<file path="config.mk">
export PLATFORM = sky130hd
export DESIGN_NAME = fp_mul_pipe
export DESIGN_NICKNAME = d
export VERILOG_FILES = /design/src/rtl/fp_mul_pipe.sv
export SDC_FILE = /design/constraint.sdc
export NUM_CORES = 2
export LEC_CHECK = 0
export CORE_ASPECT_RATIO = 0.75
export CORE_MARGIN = 2
export CORE_UTILIZATION = 55
export CTS_BUF_LIST = sky130_fd_sc_hd__clkbuf_4 sky130_fd_sc_hd__clkbuf_8 sky130_fd_sc_hd__clkbuf_16
export CTS_CLUSTER_SIZE = 24
export DETAILED_ROUTE_END_ITERATION = 8
export PLACE_DENSITY_LB_ADDON = 0.15
export SETUP_SLACK_MARGIN = 0.15
export SYNTH_ARGS = -nofsm -noshare
export SYNTH_HDL_FRONTEND = slang
export SYNTH_SLANG_ARGS = --single-unit
</file>
<file path="constraint.sdc">
create_clock -name clk -period 9.5 [get_ports clk]
set_input_delay 1.9 -clock clk [delete_from_list [all_inputs] [get_ports clk]]
set_output_delay 1.9 -clock clk [all_outputs]
set_load 0.02 [all_outputs]
</file>
<file path="src/rtl/fp_mul_pipe.sv">
// fp_mul_pipe: 3-stage pipelined floating-point multiplier, parametrised on
// exponent and mantissa width. Round-to-nearest-even and flush-to-zero. Denormal
// inputs are treated as zero. Any NaN input gives a canonical quiet NaN.
//
// Ports:
//   clk, rst              rising-edge clock, asynchronous active-high reset
//   in_valid / in_ready   operand handshake (in_ready is combinational)
//   A, B                  operands {sign, exp, man}
//   out_valid / out_ready result handshake
//   result                product
//   overflow              finite operands rounded to infinity
//   underflow             nonzero finite product flushed to zero
//   invalid               infinity times zero
//
// Stages: S1 decode/classify/exponent sum, S2 mantissa product,
//         S3 normalise/round/pack/flags. The S3 registers drive the outputs.
module fp_mul_pipe #(
    parameter int EXP_W = 8,
    parameter int MAN_W = 23,
    parameter int XLEN  = 1 + EXP_W + MAN_W
) (
    input  logic            clk,
    input  logic            rst,
    input  logic            in_valid,
    output logic            in_ready,
    input  logic [XLEN-1:0] A,
    input  logic [XLEN-1:0] B,
    output logic            out_valid,
    input  logic            out_ready,
    output logic [XLEN-1:0] result,
    output logic            overflow,
    output logic            underflow,
    output logic            invalid
);

    localparam int PW = 2 * MAN_W + 2;  // full mantissa product width
    localparam int EW = EXP_W + 2;      // signed working exponent width
    localparam logic signed [EW-1:0] BIAS = EW'(2 ** (EXP_W - 1) - 1);
    localparam logic signed [EW-1:0] EMAX = EW'(2 ** EXP_W - 1);

    typedef enum logic [1:0] {K_FIN, K_ZERO, K_INF, K_NAN} kind_t;

    // The whole pipe either shifts or holds; nothing collapses bubbles.
    logic       adv;
    logic [3:1] vld_pipe;

    assign adv       = ~out_valid | out_ready;
    assign in_ready  = adv;
    assign out_valid = vld_pipe[3];

    // ---------------- S1 decode ----------------
    logic             sa, sb;
    logic [EXP_W-1:0] ea, eb;
    logic [MAN_W-1:0] ma, mb;
    logic             a_zero, b_zero, a_inf, b_inf, a_nan, b_nan;
    kind_t            kind_d;
    logic             inv_d;

    assign sa = A[XLEN-1];
    assign sb = B[XLEN-1];
    assign ea = A[XLEN-2 -: EXP_W];
    assign eb = B[XLEN-2 -: EXP_W];
    assign ma = A[MAN_W-1:0];
    assign mb = B[MAN_W-1:0];

    assign a_zero = ~|ea;
    assign b_zero = ~|eb;
    assign a_inf  = (&ea) & ~|ma;
    assign b_inf  = (&eb) & ~|mb;
    assign a_nan  = (&ea) & |ma;
    assign b_nan  = (&eb) & |mb;

    always_comb begin
        kind_d = K_FIN;
        inv_d  = 1'b0;
        if (a_nan | b_nan) begin
            kind_d = K_NAN;
        end else if ((a_inf & b_zero) | (a_zero & b_inf)) begin
            kind_d = K_NAN;
            inv_d  = 1'b1;
        end else if (a_inf | b_inf) begin
            kind_d = K_INF;
        end else if (a_zero | b_zero) begin
            kind_d = K_ZERO;
        end
    end

    logic                 s1_sign, s1_inv;
    kind_t                s1_kind;
    logic signed [EW-1:0] s1_exp;
    logic [MAN_W:0]       s1_ma, s1_mb;

    // ---------------- S2 product ----------------
    logic                 s2_sign, s2_inv;
    kind_t                s2_kind;
    logic signed [EW-1:0] s2_exp;
    logic [PW-1:0]        s2_prod;

    // ---------------- S3 normalise / round ----------------
    logic                 p_msb, g_bit, r_bit, st_bit, rnd, carry;
    logic [PW-1:0]        norm;
    logic [MAN_W:0]       kept;
    logic [MAN_W+1:0]     mant_r;
    logic [MAN_W-1:0]     frac;
    logic signed [EW-1:0] e_n, e_f;

    // Pre-shift so the leading one always sits at the top bit; the fields
    // below are then at fixed positions.
    assign p_msb  = s2_prod[PW-1];
    assign norm   = p_msb ? s2_prod : (s2_prod << 1);
    assign kept   = norm[PW-1 -: MAN_W+1];
    assign g_bit  = norm[MAN_W];
    assign r_bit  = norm[MAN_W-1];
    assign st_bit = |norm[MAN_W-2:0];
    assign rnd    = g_bit & (r_bit | st_bit | kept[0]);
    assign mant_r = {1'b0, kept} + {{(MAN_W+1){1'b0}}, rnd};
    // Carry out of rounding means the mantissa became exactly 2.0.
    assign carry  = mant_r[MAN_W+1];
    assign frac   = carry ? mant_r[MAN_W:1] : mant_r[MAN_W-1:0];
    assign e_n    = s2_exp + {{(EW-1){1'b0}}, p_msb};
    assign e_f    = e_n + {{(EW-1){1'b0}}, carry};

    logic [XLEN-1:0] res_d;
    logic            ov_d, un_d;

    always_comb begin
        res_d = '0;
        ov_d  = 1'b0;
        un_d  = 1'b0;
        case (s2_kind)
            K_NAN:  res_d = {1'b0, {EXP_W{1'b1}}, 1'b1, {(MAN_W-1){1'b0}}};
            K_INF:  res_d = {s2_sign, {EXP_W{1'b1}}, {MAN_W{1'b0}}};
            K_ZERO: res_d = {s2_sign, {(XLEN-1){1'b0}}};
            default: begin
                if (e_f >= EMAX) begin
                    res_d = {s2_sign, {EXP_W{1'b1}}, {MAN_W{1'b0}}};
                    ov_d  = 1'b1;
                end else if (e_f[EW-1] || (e_f == '0)) begin
                    res_d = {s2_sign, {(XLEN-1){1'b0}}};
                    un_d  = 1'b1;
                end else begin
                    res_d = {s2_sign, e_f[EXP_W-1:0], frac};
                end
            end
        endcase
    end

    always_ff @(posedge clk or posedge rst) begin
        if (rst) begin
            vld_pipe  <= '0;
            s1_sign   <= 1'b0;
            s1_inv    <= 1'b0;
            s1_kind   <= K_ZERO;
            s1_exp    <= '0;
            s1_ma     <= '0;
            s1_mb     <= '0;
            s2_sign   <= 1'b0;
            s2_inv    <= 1'b0;
            s2_kind   <= K_ZERO;
            s2_exp    <= '0;
            s2_prod   <= '0;
            result    <= '0;
            overflow  <= 1'b0;
            underflow <= 1'b0;
            invalid   <= 1'b0;
        end else if (adv) begin
            vld_pipe <= {vld_pipe[2:1], in_valid};

            s1_sign <= sa ^ sb;
            s1_inv  <= inv_d;
            s1_kind <= kind_d;
            s1_exp  <= $signed({2'b00, ea}) + $signed({2'b00, eb}) - BIAS;
            s1_ma   <= {1'b1, ma};
            s1_mb   <= {1'b1, mb};

            s2_sign <= s1_sign;
            s2_inv  <= s1_inv;
            s2_kind <= s1_kind;
            s2_exp  <= s1_exp;
            s2_prod <= {{(MAN_W+1){1'b0}}, s1_ma} * {{(MAN_W+1){1'b0}}, s1_mb};

            // Flags (and result) read zero whenever no result is presented.
            if (vld_pipe[2]) begin
                result    <= res_d;
                overflow  <= ov_d;
                underflow <= un_d;
                invalid   <= s2_inv;
            end else begin
                result    <= '0;
                overflow  <= 1'b0;
                underflow <= 1'b0;
                invalid   <= 1'b0;
            end
        end
    end

endmodule

</file>
==> flow_summary_export.csv <==
group,metric,value,unit
yosys,yosys_register_bits,161,
global_routing,grt_pass1_wl,116000,um
critical_path,ff2ff_path_depth,21,
die,io_pins,105,
global_routing,grt_usage,29.6,%
yosys,avgSynthCellArea,8.81,um^2
global_routing,top_usage_layer,"met2",
timing,finalCriticalPeriod,7.78,ns
cells_and_area,multi_input_area,0.0201,mm^2
timing,clock_skew,0.0228,ns
place,gp_congestion,0.935,
cts,hold_buffers,0,
critical_path,crit_start,"s1_mb[10]$_DFFE_PP0P_",
detailed_routing,drc,0,
cts,clk_transition_reported_paths,0.09,ns
detailed_routing,wirelength,71300,um
timing,rsz0062_at_grt,"false",
critical_path,critPathRequiredTime,9.84,ns
cells_and_area,final_net_count,3790,
cts,worstSkewPairLatency,0.48,ns
timing,tns,0,ns
yosys,postSynthCellCount,3051,
die,chipHeight,195,um
global_routing,gr-usage-met2,46.7,%
job,drv_cap,0,
global_routing,globalRouteOverflowTotal,0,
status,status,"completed",
detailed_routing,vias,20500,
critical_path,reg2reg_from,"s1_mb[10]$_DFFE_PP0P_",
hold_path,hold_depth,2,
yosys,synth_cell_types,73,
cells_and_area,nFillCells,4276,
cts,post_cts_resized,0,
yosys,syn-num-nets,3795,
cells_and_area,regArea,0.00403,mm^2
die,core,0.0485,mm^2
cts,clock_sinks,161,
timing,max_slew_margin,20.6,%
cells_and_area,mostFrequentLayoutCells,"nand2_1, inv_1, fa_1",
cts,cts_setup_buffers,0,
timing,max_slew.worst_pin.slew,1.19,ns
global_routing,grt_pass1_vias,21500,
global_routing,grt_max_degree,150,
cts,cts_buffers,17,
critical_path,reg2reg_slack,1.72,ns
yosys,synthArstFlopShare,100,%
timing,hold_viol,0,
place,port-buffer-count,104,
critical_path,critPathMaxFanout,25,
critical_path,r2r-end,"s2_prod[45]$_DFFE_PP0P_",
die,die-width,259,um
yosys,synth_warnings,0,
global_routing,use_met3,3.97,%
critical_path,worst_setup_path_end_kind,"flip-flop",
detailed_routing,wl_per_cell,19.2,um
cells_and_area,layout.cells.most_common,"nand2_1",
timing,slew_violations,0,
timing,max_freq,0.129,GHz
cells_and_area,synthToLayoutAreaGrowth,7.86,%
global_routing,grt_use_met1,42.0,%
cells_and_area,insertedDiodeCount,0,
hold_path,hp-class,"reg -> reg",
cts,htreeDepth,4,
critical_path,worstPathArrival,8.12,ns
detailed_routing,drt_iter0_markers,1331,
yosys,synth-edff-count,0,
detailed_routing,first_pass_iters,5,
die,die-area,0.0507,mm^2
yosys,syn_area,0.0269,mm^2
critical_path,crit_type,"reg -> reg",
yosys,yosysSeqAreaShare,15.0,%
place,dpl.hpwl,55700,um
critical_path,crit_end,"s2_prod[45]$_DFFE_PP0P_",
timing,min_period_over_period,81.9,%
global_routing,grt_antenna_before_repair,2,
critical_path,worst_setup_path_start_kind,"flip-flop",
detailed_routing,ant_nets,0,
die,rows,70,
timing,setup_viol,0,
detailed_routing,vias_per_cell,5.52,
cts,cts_tree,"yes",
die,start_util,55.4,%
cts,clockBufferDepth,2,
cells_and_area,drive_gt1_share,3.14,%
yosys,synthFlopType,"dfrtp_1",
cts,cts_root_buf,"clkbuf_16",
==> state kept, by name, summed over array words and instances (netlist names) <==
| signal | count |
|---|---|
| s2_prod | 48 |
| result | 32 |
| s1_ma | 24 |
| s1_mb | 23 |
| s1_exp | 10 |
| s2_exp | 10 |
| vld_pipe | 3 |
| s1_kind | 2 |
| s2_kind | 2 |
| invalid | 1 |
| overflow | 1 |
| s1_inv | 1 |
| s1_sign | 1 |
| s2_inv | 1 |
| s2_sign | 1 |
| underflow | 1 |
==> cell usage after synthesis (6+ instances only) <==
library cell | number | area [um^2]
a211oi_1 | 9 | 67.6
a21o_1 | 22 | 165
a21oi_1 | 93 | 465
a22o_1 | 10 | 87.6
and2_1 | 305 | 1910
and3_1 | 7 | 43.8
clkbuf_1 | 148 | 556
dfrtp_1 | 159 | 3980
fa_1 | 484 | 9690
ha_1 | 192 | 2400
inv_1 | 556 | 2090
mux2i_1 | 17 | 170
nand2_1 | 592 | 2220
nand2b_1 | 10 | 62.6
nand3_1 | 27 | 135
nand4_1 | 27 | 169
nor2_1 | 87 | 327
nor2b_1 | 7 | 43.8
nor3_1 | 15 | 75.1
nor4_1 | 21 | 131
o21a_1 | 7 | 52.6
o21ai_0 | 57 | 285
o21ai_2 | 10 | 87.6
o21bai_1 | 13 | 97.6
o31ai_1 | 6 | 45.0
xnor2_1 | 46 | 403
xor2_1 | 36 | 315
==> how the worst min path moves through the flow <==
stage | from | end | slack, ns
floorplan | s1_exp[1]$_DFFE_PP0P_ | s1_exp[1]$_DFFE_PP0P_ | 0.44
global placement | s1_exp[1]$_DFFE_PP0P_ | s1_exp[1]$_DFFE_PP0P_ | 0.45
detailed placement | s1_exp[1]$_DFFE_PP0P_ | s1_exp[1]$_DFFE_PP0P_ | 0.46
CTS | s1_exp[1]$_DFFE_PP0P_ | s1_exp[1]$_DFFE_PP0P_ | 0.47
global route | s1_exp[7]$_DFFE_PP0P_ | s2_exp[7]$_DFFE_PP0P_ | 0.49
finish | invalid$_DFFE_PP0P_ | invalid$_DFFE_PP0P_ | 0.47
==> kinds of logic after synthesis <==
group | after synthesis | share of synthesized area (%)
flip-flops | 161 | 15.0
AND/OR/NAND/NOR | 1121 | 19.8
adder cells (fa/ha/maj) | 676 | 45.0
buffers and inverters | 716 | 10.1
XOR/XNOR | 82 | 2.67
multiplexers | 20 | 0.759
AO/OA/AOI/OAI | 275 | 6.67
==> critical path: stages, from the launching register on <==
cell,delay [ns]
dfrtp_1,0.99
and2_1,0.26
fa_1,0.47
fa_1,0.56
inv_1,0.05
fa_1,0.48
fa_1,0.54
inv_1,0.06
fa_1,0.47
fa_1,0.50
inv_1,0.06
fa_1,0.47
inv_1,0.04
ha_1,0.36
a21oi_1,0.23
o21ai_0,0.18
a221oi_1,0.35
o31ai_1,0.16
or4_1,0.63
and2_1,0.24
a2111oi_0,0.42
a211oi_1,0.09
==> per-stage QoR <==
stage | instance area (um^2) | hold slack (ns) | cells | utilization (%) | setup WS (ns)
2_1_floorplan | 26900 | 0.439 | 3051 | - | 2.73
3_3_place_gp | 28400 | 0.452 | 3675 | 58.4 | 1.96
3_5_place_dp | 28400 | 0.455 | 3675 | 58.4 | 1.80
4_1_cts | 29000 | 0.473 | 3707 | 59.8 | 1.77
5_1_grt | 29000 | 0.491 | 3707 | 59.8 | 1.31
6_report | 29000 | 0.471 | 3707 | 59.8 | 1.72
==> cell type report <==
cell class | count | area share [%]
clock buffers | 17 | 1.47
clock inverters | 15 | 0.734
inverters | 557 | 7.24
multi-input cells | 2174 | 69.4
flip-flops and latches | 161 | 13.9
well taps | 648 | 2.80
repair buffers | 135 | 4.44
==> layer usage <==
metal  up-vias  share of wire, %
met1     10400                44
li1       9254                 -
met4         0               3.6
met5         -                 0
met3       115               6.0
met2       670                46
Power is left out: the tool's default activity adds up to more than one toggle a clock period on the data nets, which glitch-free logic cannot reach.
